[config.mk]
export PLATFORM = sky130hd
export DESIGN_NAME = imem_access_arb
export DESIGN_NICKNAME = d
export VERILOG_FILES = /design/src/rtl/imem_arb_pkg.sv /design/src/rtl/imem_access_arb_rr_arb2.sv /design/src/rtl/imem_access_arb.sv
export SDC_FILE = /design/constraint.sdc
export NUM_CORES = 1
export LEC_CHECK = 0
export ABC_CLOCK_PERIOD_IN_PS = 5000
export CORE_MARGIN = 3
export CORE_UTILIZATION = 65
export CTS_CLUSTER_SIZE = 16
export DETAILED_ROUTE_END_ITERATION = 10
export DONT_BUFFER_PORTS = 1
export PLACE_DENSITY = 0.81
export SLEW_MARGIN = 20
export SYNTH_ARGS = -nofsm -noshare
export SYNTH_HDL_FRONTEND = slang
export SYNTH_SLANG_ARGS = --single-unit
export TNS_END_PERCENT = 20
[constraint.sdc]
create_clock -name clk -period 5 [get_ports clk]
set_input_delay 0.75 -clock clk [delete_from_list [all_inputs] [get_ports clk]]
set_output_delay 0.75 -clock clk [all_outputs]
set_load 0.02 [all_outputs]
[src/rtl/imem_arb_pkg.sv]
// Purpose : shared types and constants for the instruction-memory access arbiter.
// Latency : n/a (declarations only).
// Backpressure: n/a.
//
// Contents: FSM state enum, transaction owner enum, bytes-per-word constant and
// a helper that selects one byte of a word in big-endian beat order.
package imem_arb_pkg;

    // Bytes per instruction word; the byte-wide memory is walked this many beats.
    localparam int BPW = 4;

    typedef enum logic [1:0] {
        IDLE = 2'd0,
        BEAT = 2'd1,
        DONE = 2'd2
    } state_e;

    typedef enum logic {
        FETCH = 1'b0,
        LOAD  = 1'b1
    } owner_e;

    // Big-endian byte select: beat 0 carries word[31:24], beat 3 carries word[7:0].
    function automatic logic [7:0] word_byte(input logic [31:0] word, input logic [1:0] beat);
        logic [7:0] b;
        case (beat)
            2'd0:    b = word[31:24];
            2'd1:    b = word[23:16];
            2'd2:    b = word[15:8];
            default: b = word[7:0];
        endcase
        return b;
    endfunction

endpackage

[src/rtl/imem_access_arb_rr_arb2.sv]
// Purpose : two-input round-robin arbiter (bit 0 = fetch, bit 1 = load).
// Latency : combinational grant; last-grant pointer updates on the clock edge of a grant.
// Backpressure: no grant while grant_en is low; a lone requester always wins.
//
// Ports:
//   clk, reset  : clock, asynchronous active-high reset (pointer resets to LOAD)
//   req[1:0]    : request vector
//   grant_en    : arbitration window (arbiter owner is idle)
//   gnt[1:0]    : one-hot grant, zero when nothing is granted
module rr_arb2 (
    input  logic       clk,
    input  logic       reset,
    input  logic [1:0] req,
    input  logic       grant_en,
    output logic [1:0] gnt
);
    import imem_arb_pkg::*;

    owner_e last_q;
    owner_e last_d;

    always_comb begin
        gnt    = 2'b00;
        last_d = last_q;
        if (grant_en) begin
            case (req)
                2'b01:   gnt = 2'b01;
                2'b10:   gnt = 2'b10;
                // Tie: the requester that did not win last time goes now.
                2'b11:   gnt = (last_q == LOAD) ? 2'b01 : 2'b10;
                default: gnt = 2'b00;
            endcase
            if (gnt[0]) begin
                last_d = FETCH;
            end else if (gnt[1]) begin
                last_d = LOAD;
            end
        end
    end

    always_ff @(posedge clk or posedge reset) begin
        if (reset) begin
            last_q <= LOAD;
        end else begin
            last_q <= last_d;
        end
    end

endmodule

[src/rtl/imem_access_arb.sv]
// Purpose : sequences the byte-wide instruction memory port between instruction fetch and a word loader.
// Latency : request seen in cycle 0, byte beats in cycles 1-4, ack/ready pulse in cycle 5.
// Backpressure: requesters hold req+addr(+data) until their one-cycle ack/ready; not re-sampled mid-transaction.
//
// Ports:
//   clk, reset                          : clock, asynchronous active-high reset
//   fetch_req/fetch_addr                : 32-bit instruction read request (byte address)
//   fetch_ack/fetch_instr/fetch_err     : completion pulse, assembled word (held), misalignment flag
//   ld_valid/ld_addr/ld_data            : 32-bit word write request
//   ld_ready/ld_err                     : completion pulse, misalignment flag
//   mem_addr/mem_we/mem_wdata/mem_rdata : byte port to the instruction memory (combinational read)
//
// Build option: define IMEM_ALIGN_CHK_EN to reject word accesses whose addr[1:0] != 0
// (one-cycle error completion, no memory access). Without it, misaligned and
// wrapping accesses are carried out byte by byte and the error outputs are tied 0.
module imem_access_arb #(
    parameter int AW  = 5,
    parameter int BPW = 4
) (
    input  logic          clk,
    input  logic          reset,
    input  logic          fetch_req,
    input  logic [AW-1:0] fetch_addr,
    output logic          fetch_ack,
    output logic [31:0]   fetch_instr,
    output logic          fetch_err,
    input  logic          ld_valid,
    input  logic [AW-1:0] ld_addr,
    input  logic [31:0]   ld_data,
    output logic          ld_ready,
    output logic          ld_err,
    output logic [AW-1:0] mem_addr,
    output logic          mem_we,
    output logic [7:0]    mem_wdata,
    input  logic [7:0]    mem_rdata
);
    import imem_arb_pkg::*;

    localparam logic [1:0] LAST_BEAT = 2'(BPW - 1);

    state_e        state_q, state_d;
    owner_e        owner_q, owner_d;
    logic [AW-1:0] base_q,  base_d;
    logic [1:0]    beat_q,  beat_d;
    // Bytes collected from the first three beats; the final beat completes the word.
    logic [23:0]   shift_q, shift_d;
    // Architectural result register: only updated when a fetch completes.
    logic [31:0]   instr_q, instr_d;

    logic [1:0]    gnt;
    logic [AW-1:0] req_addr;
    logic          arb_en;

    assign arb_en   = (state_q == IDLE);
    assign req_addr = gnt[1] ? ld_addr : fetch_addr;

    rr_arb2 u_rr_arb2 (
        .clk      (clk),
        .reset    (reset),
        .req      ({ld_valid, fetch_req}),
        .grant_en (arb_en),
        .gnt      (gnt)
    );

`ifdef IMEM_ALIGN_CHK_EN
    logic err_q, err_d;
`endif

    always_comb begin
        state_d   = state_q;
        owner_d   = owner_q;
        base_d    = base_q;
        beat_d    = beat_q;
        shift_d   = shift_q;
        instr_d   = instr_q;
`ifdef IMEM_ALIGN_CHK_EN
        err_d     = err_q;
`endif
        mem_addr  = '0;
        mem_we    = 1'b0;
        mem_wdata = 8'h00;
        fetch_ack = 1'b0;
        ld_ready  = 1'b0;

        case (state_q)
            IDLE: begin
                if (gnt != 2'b00) begin
                    owner_d = gnt[1] ? LOAD : FETCH;
                    base_d  = req_addr;
                    beat_d  = 2'd0;
                    state_d = BEAT;
`ifdef IMEM_ALIGN_CHK_EN
                    // Misaligned word: complete immediately with an error, touch no memory.
                    err_d = (req_addr[1:0] != 2'b00);
                    if (err_d) begin
                        state_d = DONE;
                        if (!gnt[1]) begin
                            instr_d = 32'h0;
                        end
                    end
`endif
                end
            end

            BEAT: begin
                // Address arithmetic is AW bits wide, so a word straddling the top wraps to 0.
                mem_addr = base_q + AW'(beat_q);
                if (owner_q == LOAD) begin
                    // Loader holds ld_data stable until ld_ready, so it is used live.
                    mem_we    = 1'b1;
                    mem_wdata = word_byte(ld_data, beat_q);
                end else if (beat_q == LAST_BEAT) begin
                    instr_d = {shift_q, mem_rdata};
                end else begin
                    shift_d = {shift_q[15:0], mem_rdata};
                end

                if (beat_q == LAST_BEAT) begin
                    state_d = DONE;
                end else begin
                    beat_d = beat_q + 2'd1;
                end
            end

            DONE: begin
                fetch_ack = (owner_q == FETCH);
                ld_ready  = (owner_q == LOAD);
                state_d   = IDLE;
            end

            default: begin
                state_d = IDLE;
            end
        endcase
    end

`ifdef IMEM_ALIGN_CHK_EN
    assign fetch_err = fetch_ack & err_q;
    assign ld_err    = ld_ready & err_q;
`else
    assign fetch_err = 1'b0;
    assign ld_err    = 1'b0;
`endif

    assign fetch_instr = instr_q;

    always_ff @(posedge clk or posedge reset) begin
        if (reset) begin
            state_q <= IDLE;
            owner_q <= FETCH;
            base_q  <= '0;
            beat_q  <= 2'd0;
            shift_q <= 24'h0;
            instr_q <= 32'h0;
        end else begin
            state_q <= state_d;
            owner_q <= owner_d;
            base_q  <= base_d;
            beat_q  <= beat_d;
            shift_q <= shift_d;
            instr_q <= instr_d;
        end
    end

`ifdef IMEM_ALIGN_CHK_EN
    always_ff @(posedge clk or posedge reset) begin
        if (reset) begin
            err_q <= 1'b0;
        end else begin
            err_q <= err_d;
        end
    end
`endif

endmodule

==> impl_summary.log, run 1 <==
[metrics] result of the run: finished, final reports clean
[metrics] switching part of the total power: 0.4202
[metrics] most frequent cell after synthesis: sky130_fd_sc_hd__dfrtp_1
[metrics] fraction of synthesized area in multiplexers: 0.2120
[metrics] Root Buffer Master: sky130_fd_sc_hd__clkbuf_8
[metrics] adder-cell share of the synthesized area: 0.03052
[metrics] period utilisation layout: 0.6115
[metrics] clock input transition at the sequential cells of the worst setup and hold paths: 0.07 ns
[metrics] EDFF count, synth: 0
[metrics] cts bufs inserted: 9
[metrics] 1st-pass router iterations: 4
[metrics] internal power: 0.001424 W
[metrics] Chip Width: 75.23 µm
[metrics] post-synthesis register bit count: 67
[metrics] overflow left after global routing: 0
[metrics] Tot Pwr: 0.002456 W
[metrics] fraction of the mapped netlist area in compound gates: 0.09598
[metrics] Fin. Hold Viols: 0
[metrics] synthesized instance count: 241
[metrics] mapped cell area: 0.003115 mm²
[metrics] worst-skew pair later-pin latency: 0.33 ns
[metrics] Pwr Density: 758.6 mW/mm²
[metrics] wire length of the first global-routing pass: 8845 µm
[metrics] pin count of the biggest net entering global routing: 68
[metrics] area share of and/or/nand/nor cells after synthesis: 0.05502
[metrics] routed length per placed instance: 18.90 µm
[metrics] net total in the final layout: 300
[metrics] ratio of cells with drive above 1 in the final layout: 0.3156
[metrics] number of antenna violations at the first check in global routing: 0
[metrics] number of hold-repair buffers added at the cts stage: 0
[metrics] area of the core region: 0.004504 mm²
[metrics] number of warnings issued by yosys: 0
[metrics] Synth Area in XOR/XNOR: 0.002811
[metrics] switching power summed over all nets: 0.001032 W
[metrics] synth top area cells: sky130_fd_sc_hd__dfrtp_1 53%, sky130_fd_sc_hd__mux2_2 20%, sky130_fd_sc_hd__buf_6 3.3%, sky130_fd_sc_hd__a21oi_1 2.6%, sky130_fd_sc_hd__ha_1 2.4%
[metrics] count of buffers inserted at the top-level ports: 0
[metrics] clock sink count: 67
[metrics] sum of negative setup slack: 0 ns
[metrics] htree depth: 3
[metrics] estimated wirelength of the detail-placed design: 3908 µm
[metrics] number of standard-cell rows in the floorplan: 24
[metrics] Vert. Die Dim: 75.23 µm
[metrics] flip-flop cell with the highest count after synthesis: sky130_fd_sc_hd__dfrtp_1
[metrics] drt first-iter violations: 60
[metrics] worst-margin pin slew: 0.7894 ns
[metrics] Resize count post-CTS: 0
[metrics] Reg power frac: 0.488
[metrics] sequential element share of the synthesized area: 0.5386
[metrics] Die Outline Area: 0.005660 mm²
[metrics] number of top-level design ports: 104
[metrics] number of pins exceeding their max-slew limit in the final report: 0
[metrics] worst min-delay path class: register to register
[metrics] Clock power frac: 0.150
[metrics] RSZ-0062 raised after global routing: false
[metrics] Antenna Cells: 0
[metrics] endpoint type of the worst setup path: output port
[metrics] Lkg Pwr: 1.389 nW
[metrics] Setup violations, final: 0
[metrics] worst clock skew on the final layout: 0.006084 ns
[metrics] kind of start point of the critical path: register
[metrics] combinational family with the most area after synthesis: multiplexers
[metrics] peak fanout along the critical path: 22
[metrics] TritonCTS clock tree: done
[metrics] cell type with the largest total area after synthesis: sky130_fd_sc_hd__dfrtp_1
[metrics] routed wire length: 5594 µm
[metrics] drt drc: 0
[metrics] Crit path arrival time: 2.31 ns
[metrics] total setup buffers inserted after CTS: 0
[metrics] Yosys cell types: 32
[metrics] Final Wtd Congestion: 0.8387
[metrics] cell types with the highest counts after synthesis: 66 x sky130_fd_sc_hd__dfrtp_1, 54 x sky130_fd_sc_hd__mux2_2, 16 x sky130_fd_sc_hd__a21oi_1, 16 x sky130_fd_sc_hd__inv_1, 9 x sky130_fd_sc_hd__buf_6
[metrics] maximum count of clock buffers along a single path: 2
[metrics] worst slew margin relative to its limit: 0.4738
[metrics] count of nets left with antenna violations after detail routing: 0
[metrics] initial core utilization: 0.6917
[metrics] critical setup path kind: register to output port
[metrics] drt via density: 6.287
[metrics] area added between synthesis and finish: 3.895%
[metrics] Maximum Capacitance Violations: 0
[metrics] total number of vias: 1861
[metrics] Synth top area share: 0.5301
[metrics] highest clock frequency the design can meet: 0.3271 GHz
[metrics] FFs w/ async S/R, synth: 1.000
[metrics] Final Critical Period: 3.058 ns
[metrics] Crit path required time: 4.25 ns
[metrics] maximum VDD drop: 0.0003799 V
[metrics] syn avg cell area: 12.93 µm²
[metrics] number of global-route vias before repair: 1884
[metrics] Logic pwr share: 0.363
[metrics] all-layer global routing usage: 0.2135
[critical path, cell delays in order (launching register included)]
cell	delay, ns
sky130_fd_sc_hd__dfrtp_1	0.42
sky130_fd_sc_hd__ha_1	0.68
sky130_fd_sc_hd__a21oi_1	0.11
sky130_fd_sc_hd__a221oi_1	0.77
[layout make-up]
class                   count  area [µm²]
fillers                   311        1267
repair buffers              3       30.03
flip-flops and latches     67        1678
clock inverters             5       30.03
multi-input cells         142        1242
well taps                  52       65.06
clock buffers              11       131.4
inverters                  16       60.06
[layer usage]
metal | wire [µm] | share of wire | track usage
met3 | 436 | 0.078 | 0.08278
met2 | 2731 | 0.49 | 0.3395
met1 | 2354 | 0.42 | 0.2653
met4 | 70 | 0.013 | 0.08155
met5 | 0 | 0 | 0
[sequential cells by signal, indices dropped and copies added (netlist names)]
register and count:
u_rr_arb2.last_q 1, beat_q 2, shift_q 24, fetch_instr 32
base_q 5, state_q 2, owner_q 1
[logic make-up (layout without fill, tap and decap cells)]
group	Yosys count	count (layout)
other	1	2
AOI/OAI and AO/OA	47	47
muxes	58	58
xor gates and xnor gates	1	1
and+or+nand+nor	27	27
adders and majority gates	7	7
buffers and inverters	33	35
DFF	67	67
[metrics by stage]
stage	util	std cells	hold WS, ns	cell area (µm²)	worst slack, ns
final	0.7186	296	0.5033	3237	1.942
after global routing	0.7186	296	0.5260	3237	1.748
after CTS	0.7153	295	0.5041	3222	1.992
after detailed placement	0.6794	279	0.4931	3060	2.359
after global placement	0.6794	279	0.4862	3060	2.431
after floorplan	-	242	0.4749	3119	2.534
[final timing paths]
kind | slack (ns) | end | startpoint | depth (start not counted)
max | 1.94 | mem_wdata[4] | beat_q[0] | 3
min | 0.50 | shift_q[16] | shift_q[16] | 1
max reg2reg | 2.69 | fetch_instr[6] | beat_q[0] | 4
min reg2reg | 0.50 | shift_q[16] | shift_q[16] | 1
max in group asynchronous | 3.95 | shift_q[11] | reset | 2
min in group asynchronous | 0.53 | shift_q[4] | reset | 2
[cell usage in the layout, fill, tap and decap left out]
cell and n:
sky130_fd_sc_hd__clkbuf_1 2, sky130_fd_sc_hd__xor2_1 1, sky130_fd_sc_hd__o2bb2ai_1 2, sky130_fd_sc_hd__mux2_4 2
sky130_fd_sc_hd__nor2_1 4, sky130_fd_sc_hd__and2_1 3, sky130_fd_sc_hd__nor3b_4 1, sky130_fd_sc_hd__a221oi_1 8
sky130_fd_sc_hd__and3b_1 1, sky130_fd_sc_hd__buf_8 1, sky130_fd_sc_hd__a31oi_1 5, sky130_fd_sc_hd__clkbuf_8 9
sky130_fd_sc_hd__nand3_1 5, sky130_fd_sc_hd__or2_1 1, sky130_fd_sc_hd__mux2_1 2, sky130_fd_sc_hd__inv_1 15
sky130_fd_sc_hd__mux2_2 54, sky130_fd_sc_hd__ha_1 6, sky130_fd_sc_hd__fa_1 1, sky130_fd_sc_hd__or3_1 3
sky130_fd_sc_hd__clkinv_2 3, sky130_fd_sc_hd__nand2b_1 2, sky130_fd_sc_hd__conb_1 2, sky130_fd_sc_hd__dfrtp_1 66
sky130_fd_sc_hd__o21ai_0 8, sky130_fd_sc_hd__nor3b_1 1, sky130_fd_sc_hd__clkinvlp_4 2, sky130_fd_sc_hd__buf_4 2
sky130_fd_sc_hd__nand2_1 3, sky130_fd_sc_hd__nor3_4 1, sky130_fd_sc_hd__inv_2 1, sky130_fd_sc_hd__dfstp_2 1
sky130_fd_sc_hd__a21oi_1 16, sky130_fd_sc_hd__nor2b_1 2, sky130_fd_sc_hd__a22oi_1 8
[power by group through the flow]
| stage | Clock, W | Combinational [W] | Sequential (W) |
|---|---|---|---|
| finish | 0.000367 | 0.000891 | 0.00120 |
| global route | 0.000410 | 0.000987 | 0.00124 |
| CTS | 0.000381 | 0.000886 | 0.00120 |
| detailed placement | 0 | 0.000884 | 0.00121 |
| global placement | 0 | 0.000850 | 0.00119 |
| floorplan | 0 | 0.000823 | 0.00112 |
Power figures use the tool's default switching activity.
==> run 2: changes to the inputs <==
Settings changed: ABC_CLOCK_PERIOD_IN_PS 5000 to 3100, CORE_UTILIZATION 65 to 63, PLACE_DENSITY 0.81 to 0.79.
Clock period 5 ns to 3.1 ns, I/O delays scaled along.
==> run 2 against run 1 <==
Flip-flop and latch count is the same; clock-buffer cell count is 1 lower; register-to-register slack worse by 1.9 ns; wire length down 2.6%; worst setup slack worse by 1.6 ns; die area is 2.9% higher; worst hold slack worse by 0.50 ns; cell area is 2.2% higher; highest routed layer unchanged; clock skew grew 0.0046 ns; clock power is 110% higher; cell count is 4.7% higher.
==> impl_summary.log, run 2 (synthesis results as in run 1) <==
[metrics] Root Buffer Master: sky130_fd_sc_hd__clkbuf_8 (unchanged)
[metrics] ratio of cells with drive above 1 in the final layout: 0.3224 (was 0.3156)
[metrics] highest clock frequency the design can meet: 0.3691 GHz
[metrics] fin worst setup slack: 0.3907 ns (was 1.942 ns)
[metrics] worst slew margin relative to its limit: 0.5033 (was 0.4738)
[metrics] flip-flop count of the largest register after layout: 32 (unchanged)
[metrics] routed wire length: 5451 µm (was 5594 µm)
[metrics] period utilisation layout: 0.8740
[metrics] RSZ-0062 raised after global routing: false (unchanged)
[metrics] critical-path cell list: ha_1 > a21oi_1 > a221oi_1 (unchanged)
[metrics] count of nets left with antenna violations after detail routing: 0 (unchanged)
[metrics] sum of negative setup slack: 0 ns (unchanged)
[metrics] Fin. Hold Viols: 0 (unchanged)
[metrics] Resize count post-CTS: 0 (unchanged)
[metrics] Chip Width: 76.32 µm (was 75.23 µm)
[metrics] 1st-pass router iterations: 4 (unchanged)
[metrics] drt first-iter violations: 72 (was 60)
[metrics] Placement Setup Slack: 0.7845 ns (was 2.359 ns)
[metrics] Final Critical Period: 2.709 ns
[metrics] Crit path arrival time: 2.24 ns (was 2.31 ns)
[metrics] net total in the final layout: 301 (was 300)
[metrics] Final Wtd Congestion: 0.8076 (was 0.8387)
[metrics] critical setup path kind: register to output port (unchanged)
[metrics] overflow left after global routing: 0 (unchanged)
[metrics] number of pins exceeding their max-slew limit in the final report: 0 (unchanged)
[metrics] routed length per placed instance: 17.58 µm (was 18.90 µm)
[metrics] Antenna Cells: 0 (unchanged)
[metrics] drt drc: 0 (unchanged)
[metrics] worst-margin pin slew: 0.7450 ns (was 0.7894 ns)
[metrics] wire length of the first global-routing pass: 8880 µm (was 8845 µm)
[metrics] area added between synthesis and finish: 6.225% (was 3.895%)
[metrics] Vert. Die Dim: 76.32 µm (was 75.23 µm)
[metrics] initial core utilization: 0.6826 (was 0.6917)
[metrics] total number of vias: 1896 (was 1861)
[metrics] Crit path required time: 2.63 ns (was 4.25 ns)
[metrics] kind of start point of the critical path: register (unchanged)
[metrics] clock input transition at the sequential cells of the worst setup and hold paths: 0.07 ns (about the same)
[metrics] htree depth: 3 (unchanged)
[metrics] count of buffer and inverter cells on the critical path: 0 (unchanged)
[metrics] maximum count of clock buffers along a single path: 2 (unchanged)
[metrics] number of standard-cell rows in the floorplan: 24 (unchanged)
[metrics] peak fanout along the critical path: 22 (unchanged)
[metrics] Top Family by Delay on Critical Path: compound AO/OA/AOI/OAI gates (unchanged)
[metrics] pin count of the biggest net entering global routing: 33 (was 68)
[metrics] Die Outline Area: 0.005825 mm² (was 0.005660 mm²)
[metrics] Crit-path slowest cell: sky130_fd_sc_hd__a221oi_1 (unchanged)
[metrics] all-layer global routing usage: 0.1931 (was 0.2135)
[metrics] worst clock skew on the final layout: 0.01067 ns (was 0.006084 ns)
[metrics] Lkg Pwr: 1.419 nW (was 1.389 nW)
[metrics] critical path's largest stage delay: 0.74 ns (was 0.77 ns)
[metrics] TritonCTS clock tree: done (unchanged)
[metrics] count of buffers inserted at the top-level ports: 0 (unchanged)
[metrics] worst min-delay path class: input pin to async pin (was register to register)
[metrics] most common cell after layout, fill and taps aside: sky130_fd_sc_hd__dfrtp_1 (unchanged)
[metrics] number of top-level design ports: 104 (unchanged)
[metrics] worst-skew pair later-pin latency: 0.34 ns (was 0.33 ns)
[metrics] clock sink count: 67 (unchanged)
[metrics] result of the run: finished, final reports clean (unchanged)
[metrics] endpoint type of the worst setup path: output port (unchanged)
[metrics] Setup violations, final: 0 (unchanged)
[metrics] cts bufs inserted: 9 (unchanged)
[metrics] estimated wirelength of the detail-placed design: 3800 µm (was 3908 µm)
[metrics] maximum VDD drop: 0.0006412 V (was 0.0003799 V)
[metrics] number of antenna violations at the first check in global routing: 0 (unchanged)
[metrics] area of the core region: 0.004564 mm² (was 0.004504 mm²)
[metrics] number of global-route vias before repair: 1861 (was 1884)
[metrics] drt via density: 6.116 (was 6.287)
[metrics] number of hold-repair buffers added at the cts stage: 0 (unchanged)
[metrics] commonest cells after routing, fill and taps aside: 66 x sky130_fd_sc_hd__dfrtp_1, 54 x sky130_fd_sc_hd__mux2_2, 16 x sky130_fd_sc_hd__a21oi_1, 15 x sky130_fd_sc_hd__inv_1, 9 x sky130_fd_sc_hd__clkbuf_8 (unchanged)
[metrics] Maximum Capacitance Violations: 0 (unchanged)
[metrics] total setup buffers inserted after CTS: 0 (unchanged)
[metrics] Pwr Density: 1245 mW/mm² (was 758.6 mW/mm²)
run 2: changes by cell type in the layout (fill, tap and decap cells not counted), moves of 2 or more:
| cell | previous run | this run |
|---|---|---|
| sky130_fd_sc_hd__clkinv_2 | 3 | 1 |
| sky130_fd_sc_hd__bufinv_16 | 0 | 2 |
| sky130_fd_sc_hd__buf_4 | 2 | 4 |
| sky130_fd_sc_hd__clkinv_4 | 0 | 2 |
run 2: metal layers:
metal  up-vias  wire length [µm]  part of all wire  track usage
li1        856                 -                 -            -
met1       950              2421              0.44       0.2383
met2        81              2507              0.46       0.2996
met3         9               433             0.079      0.07210
met4         0                88             0.016      0.09420
met5         -                 0                 0            0
run 2: final cells by class:
class	count	area (µm²)
Clock buffer	10	127.6
Timing Repair Buffer	4	30.03
Tap cell	65	81.33
Multi-Input combinational cell	142	1242
Clock inverter	6	90.09
Fill cell	308	1255
Sequential cell	67	1678
Inverter	16	60.06
run 2: worst paths after layout:
check	from	to	slack [ns]	cells past startpoint
min	reset	fetch_instr[9]	0.008	1
max	beat_q[1]	mem_wdata[5]	0.39	3
min in group clk	mem_rdata[2]	fetch_instr[2]	0.27	1
max in group asynchronous	reset	fetch_instr[15]	2.39	2
max reg2reg	beat_q[1]	fetch_instr[15]	0.81	4
min reg2reg	shift_q[21]	fetch_instr[29]	0.51	1
run 2: through the flow:
step / power (W) / cells / utilization / hold slack, ns / area (µm²)
finish: 0.004120 / 310 / 0.7251 / 0.007586 / 3309
CTS: 0.004153 / 310 / 0.7251 / 0.002895 / 3309
detailed placement: 0.003363 / 294 / 0.6774 / 0.3649 / 3092
floorplan: 0.003140 / 242 / - / 0.4749 / 3119
global placement: 0.003295 / 294 / 0.6774 / 0.3592 / 3092
global route: 0.004393 / 310 / 0.7251 / 0.02115 / 3309
run 2: where the power goes:
part	switching, W	total, W	internal [W]
registers	0.000585	0.00192	0.00133
logic	0.000747	0.00142	0.000673
clock network	0.000330	0.000784	0.000454
total	0.00166	0.00412	0.00246
